--- config.mk ---
export PLATFORM = sky130hd
export DESIGN_NAME = shift_register_nbit
export DESIGN_NICKNAME = d
export VERILOG_FILES = /design/src/rtl/shift_pkg.sv /design/src/rtl/shift_counter.sv /design/src/rtl/shift_register_nbit.sv
export SDC_FILE = /design/constraint.sdc
export NUM_CORES = 1
export LEC_CHECK = 0
export ABC_AREA = 1
export CORE_UTILIZATION = 40
export CTS_CLUSTER_DIAMETER = 150
export DETAILED_ROUTE_END_ITERATION = 10
export PLACE_DENSITY = 0.8
export SYNTH_ARGS = -nofsm -noshare
export SYNTH_HDL_FRONTEND = slang
export SYNTH_SLANG_ARGS = --single-unit
--- constraint.sdc ---
create_clock -name clk -period 2.5 [get_ports clk]
set_input_delay 0.5 -clock clk [delete_from_list [all_inputs] [get_ports clk]]
set_output_delay 0.5 -clock clk [all_outputs]
set_load 0.02 [all_outputs]
--- src/rtl/shift_pkg.sv ---
// ---------------------------------------------------------------------------
// shift_pkg
// Shared definitions for the n-bit shift register slice.
//   shift_mode_e    : operation select carried on the 2-bit mode port
//   MIN/MAX_WIDTH   : supported register width range
//   mode_is_shift() : true for the two modes that move bits (SHL / SHR)
//   count_width()   : width of a counter that can hold the value 0..width
// ---------------------------------------------------------------------------
package shift_pkg;

   typedef enum logic [1:0] {
      MODE_HOLD = 2'b00,
      MODE_LOAD = 2'b01,
      MODE_SHL  = 2'b10,
      MODE_SHR  = 2'b11
   } shift_mode_e;

   localparam int MIN_WIDTH = 2;
   localparam int MAX_WIDTH = 64;

   // SHL and SHR share the same encoding prefix (mode[1] = 1).
   function automatic logic mode_is_shift(input shift_mode_e m);
      return (m == MODE_SHL) || (m == MODE_SHR);
   endfunction

   function automatic int count_width(input int width);
      return $clog2(width + 1);
   endfunction

endpackage : shift_pkg

--- src/rtl/shift_counter.sv ---
// ---------------------------------------------------------------------------
// shift_counter
// Saturating count of shift/rotate edges since the last load or reset.
//   clk    in   rising-edge clock
//   reset  in   asynchronous active-high reset, clears the count
//   clr    in   synchronous clear (parallel load happened)
//   step   in   one shift or rotate happened on this edge
//   count  out  number of shifts, saturates at WIDTH
//   done   out  high while count == WIDTH (decoded, no extra latency)
// ---------------------------------------------------------------------------
module shift_counter
   import shift_pkg::*;
#(
   parameter int WIDTH = 8
) (
   input  logic                         clk,
   input  logic                         reset,
   input  logic                         clr,
   input  logic                         step,
   output logic [$clog2(WIDTH+1)-1:0]   count,
   output logic                         done
);

   localparam int CW = count_width(WIDTH);
   localparam logic [CW-1:0] COUNT_MAX = CW'(WIDTH);

   logic [CW-1:0] count_reg;
   logic [CW-1:0] count_next;

   // Clear has priority; the two are never requested together by the
   // top level, but the ordering keeps the behaviour well defined.
   always_comb begin
      count_next = count_reg;
      if (clr) begin
         count_next = '0;
      end else if (step && (count_reg != COUNT_MAX)) begin
         count_next = count_reg + 1'b1;
      end
   end

   always_ff @(posedge clk or posedge reset) begin
      if (reset) begin
         count_reg <= '0;
      end else begin
         count_reg <= count_next;
      end
   end

   assign count = count_reg;
   assign done  = (count_reg == COUNT_MAX);

endmodule : shift_counter

--- src/rtl/shift_register_nbit.sv ---
// ---------------------------------------------------------------------------
// shift_register_nbit
// Universal n-bit register: hold, parallel load, shift/rotate left/right,
// with a registered serial-out bit and a saturating shift counter.
//   clk    in   rising-edge clock
//   reset  in   asynchronous active-high reset
//   en     in   clock enable; when low every register holds
//   mode   in   00 HOLD, 01 LOAD, 10 SHL, 11 SHR (see shift_mode_e)
//   rot    in   SHL/SHR only: 1 rotate, 0 shift with sin as fill bit
//   sin    in   serial input bit
//   d      in   parallel load data
//   q      out  register contents
//   qbar   out  bitwise complement of q
//   sout   out  bit pushed out by the most recent shift/rotate
//   count  out  shifts since last load or reset, saturating at WIDTH
//   done   out  count == WIDTH
// ---------------------------------------------------------------------------
module shift_register_nbit
   import shift_pkg::*;
#(
   parameter int               WIDTH       = 8,
   parameter logic [WIDTH-1:0] RESET_VALUE = '0
) (
   input  logic                         clk,
   input  logic                         reset,
   input  logic                         en,
   input  logic [1:0]                   mode,
   input  logic                         rot,
   input  logic                         sin,
   input  logic [WIDTH-1:0]             d,
   output logic [WIDTH-1:0]             q,
   output logic [WIDTH-1:0]             qbar,
   output logic                         sout,
   output logic [$clog2(WIDTH+1)-1:0]   count,
   output logic                         done
);

   shift_mode_e      mode_e;
   logic             load_en;
   logic             shift_en;

   logic [WIDTH-1:0] q_reg;
   logic [WIDTH-1:0] q_next;
   logic             sout_reg;
   logic             sout_next;

   assign mode_e   = shift_mode_e'(mode);
   assign load_en  = en && (mode_e == MODE_LOAD);
   assign shift_en = en && mode_is_shift(mode_e);

   // Next-state for the data path. The fill bit is the serial input for
   // a plain shift, or the bit leaving the other end for a rotate; rot is
   // only consulted inside the shift branches so HOLD/LOAD ignore it.
   always_comb begin
      q_next    = q_reg;
      sout_next = sout_reg;
      if (en) begin
         unique case (mode_e)
            MODE_LOAD: begin
               q_next = d;
            end
            MODE_SHL: begin
               q_next    = {q_reg[WIDTH-2:0], (rot ? q_reg[WIDTH-1] : sin)};
               sout_next = q_reg[WIDTH-1];
            end
            MODE_SHR: begin
               q_next    = {(rot ? q_reg[0] : sin), q_reg[WIDTH-1:1]};
               sout_next = q_reg[0];
            end
            default: begin
               q_next    = q_reg;
               sout_next = sout_reg;
            end
         endcase
      end
   end

   always_ff @(posedge clk or posedge reset) begin
      if (reset) begin
         q_reg    <= RESET_VALUE;
         sout_reg <= 1'b0;
      end else begin
         q_reg    <= q_next;
         sout_reg <= sout_next;
      end
   end

   assign q    = q_reg;
   assign sout = sout_reg;

   // qbar is derived only from the register, so it moves with q on the
   // clock edge (or on reset) and never directly from d/sin/mode.
   genvar gi;
   generate
      for (gi = 0; gi < WIDTH; gi++) begin : g_qbar
         assign qbar[gi] = ~q_reg[gi];
      end
   endgenerate

   shift_counter #(
      .WIDTH (WIDTH)
   ) u_counter (
      .clk   (clk),
      .reset (reset),
      .clr   (load_en),
      .step  (shift_en),
      .count (count),
      .done  (done)
   );

endmodule : shift_register_nbit

==> flow_metrics.tcl <==
set metrics [dict create \
    outcome "finished, final reports clean" \
    synth.most_common_cell "nand2_1" \
    vias_per_cell 4.95 \
    drcViolationCount 0 \
    synth_seq_area_share 0.398 \
    synth_warnings 0 \
    clockBufferDepth 2 \
    ys.flop_type "dfrtp_1" \
    cts.clk_slew.worst_paths_ps 80 \
    cts_resized 0 \
    cts.sinks 13 \
    layout_min_cycle_time_ps 2280 \
    synthArstFlopShare 1.00 \
    synth_cells 120 \
    total_leakage_power_nw 0.617 \
    diodes 0 \
    start_kind "flip-flop" \
    final_nets 177 \
    maxCapViolCount 0 \
    grt_overflow 0 \
    arrival_ps 1780 \
    post_drt_wl_per_cell_microns 11.3 \
    grt_use_total 0.203 \
    max-slew-margin-rel 0.666 \
    wirelength_mm 2.09 \
    worst-setup-path-type "flip-flop to primary output" \
    cp-end-kind "primary output" \
    synthTopCellsByCount "nand2_1 (29), nor2_1 (24), inv_1 (17)" \
    ctsHoldBuffers 0 \
    synth_nets 137 \
    grt_max_degree 16 \
    cts.htree.levels 1 \
    io_pins 37 \
    hold_path.class "flip-flop to flip-flop" \
    tritoncts "yes" \
    setup_tns_ps 0 \
    slew_violations 0 \
    post_cts_buffers 0 \
    fill_cells 168 \
    antenna_left 0 \
    tightest_slew_ps 500 \
    hpwlAfterDp_mm 1.66 \
    largest_register_ffs 8 \
    fin_util 0.671 \
    synth_top_area_frac 0.398 \
    start_util 0.449 \
    synth_edf_count 0 \
    crit_required_ps 2000 \
    die_h_microns 47.2 \
    yosysUniqueCellTypes 15 \
    power_per_cell_area_mw_per_mm2 640 \
    drt_iter0_markers 21 \
    cts_root_buf "clkbuf_4" \
    clk_latency_ps 280 \
    setup_viol 0 \
    ir_worst_vdd_v 0.000388 \
    core_region_area_sq_mm 0.00182 \
    syn_area_sq_um 818 \
    port_buffers 36 \
    die_w_microns 47.2 \
    rsz0062_at_grt "no" \
    antenna_found_initial 0 \
    gp_congestion 0.800 \
    die_area_sq_mm 0.00223 \
    rows 15 \
    syn2layout_area_growth_pct 49.4 \
    grt_pass1_wl_mm 3.19 \
    critPathMaxFanout 6 \
    routed-via-count 910 \
    grt_pass1_vias 743 \
    synthTopCellsByArea "dfrtp_1 (40%), nand2_1 (13%), nor2_1 (11%)" \
    yosysTopAreaCell "dfrtp_1" \
    drt-pass1-iter-count 4 \
    fin_crit_sh 0.912 \
    synth_area_per_cell_sq_um 6.82 \
    fmax_mhz 439 \
    drive_above_1_share 0.0503 \
    ys_ff_latch 13 \
    finalClockSkew_ps 8.06 \
    cts_made_buffers 3 \
    hold_viol 0 \
]
logic make-up (layout without fill, tap and decap cells):
logic type,Yosys count,after routing,share of synthesized area
compound gates,16,16,0.102
xor+xnor,1,1,0.0107
buf+inv,19,58,0.101
flops,13,13,0.398
fa+ha+maj,2,2,0.0306
simple gates,69,69,0.358
metal layers:
metal / GRT usage / part of all wire / up-vias
li1: - / - / 450
met3: 0.0423 / 0.063 / 4
met5: 0 / 0 / -
met1: 0.248 / 0.44 / 419
met4: 0.0800 / 0.0067 / 0
met2: 0.348 / 0.49 / 37
final timing paths:
check / startpoint / to / slack [ps] / cells after the start
worst max-delay path: u_counter.count[0]$_DFFE_PP0P_ / done / 220 / 5
max in group asynchronous: reset / sout$_DFFE_PP0P_ / 1620 / 2
worst min-delay path: sout$_DFFE_PP0P_ / sout$_DFFE_PP0P_ / 500 / 2
worst min register to register: sout$_DFFE_PP0P_ / sout$_DFFE_PP0P_ / 500 / 2
worst max register to register: u_counter.count[0]$_DFFE_PP0P_ / u_counter.count[0]$_DFFE_PP0P_ / 1050 / 6
min in group asynchronous: reset / q[2]$_DFFE_PP0P_ / 540 / 2
worst max-delay path: stages (launching register included):
cell	delay, ps
dfrtp_1	440
inv_1	100
ha_1	140
nand2_1	60
nor2_1	140
clkdlybuf4s50_1	620
final cells by class:
| cell class | instances | area (sq um) | share of cell area |
|---|---|---|---|
| Inverter | 18 | 67.6 | 0.0553 |
| Clock inverter | 1 | 5.00 | 0.00409 |
| Tap cell | 25 | 31.3 | 0.0256 |
| Multi-Input combinational cell | 88 | 410 | 0.336 |
| Clock buffer | 3 | 22.5 | 0.0184 |
| Sequential cell | 13 | 325 | 0.266 |
| Timing Repair Buffer | 36 | 360 | 0.295 |
placed cells by master, fill, tap and decap left out:
cell / n
nand3_1: 13
dfrtp_1: 13
xor2_1: 1
nand2_1: 29
clkbuf_4: 3
nor2_1: 24
nand2_4: 2
o21ai_1: 1
o21ai_0: 13
ha_1: 2
clkinv_2: 1
inv_2: 1
clkdlybuf4s50_1: 36
a21oi_1: 1
inv_1: 17
o21ai_2: 1
nand4_1: 1
per-stage QoR:
| stage | total power, mW | hold slack (ps) | worst slack [ps] | instances | instance area (sq um) |
|---|---|---|---|---|---|
| after floorplan | 0.478 | 377 | 900 | 120 | 818 |
| after global placement | 0.647 | 474 | 588 | 180 | 1190 |
| after detailed placement | 0.655 | 483 | 543 | 180 | 1190 |
| after CTS | 0.788 | 503 | 214 | 184 | 1220 |
| after global routing | 0.834 | 513 | 123 | 184 | 1220 |
| final | 0.782 | 496 | 220 | 184 | 1220 |
power breakdown:
group          leakage, nW  internal [mW]  switching (mW)
logic                0.443          0.166           0.187
clock network       0.0177         0.0593          0.0726
registers            0.156          0.249          0.0483
total                0.617          0.474           0.308
(Power assumes the default switching activity.)
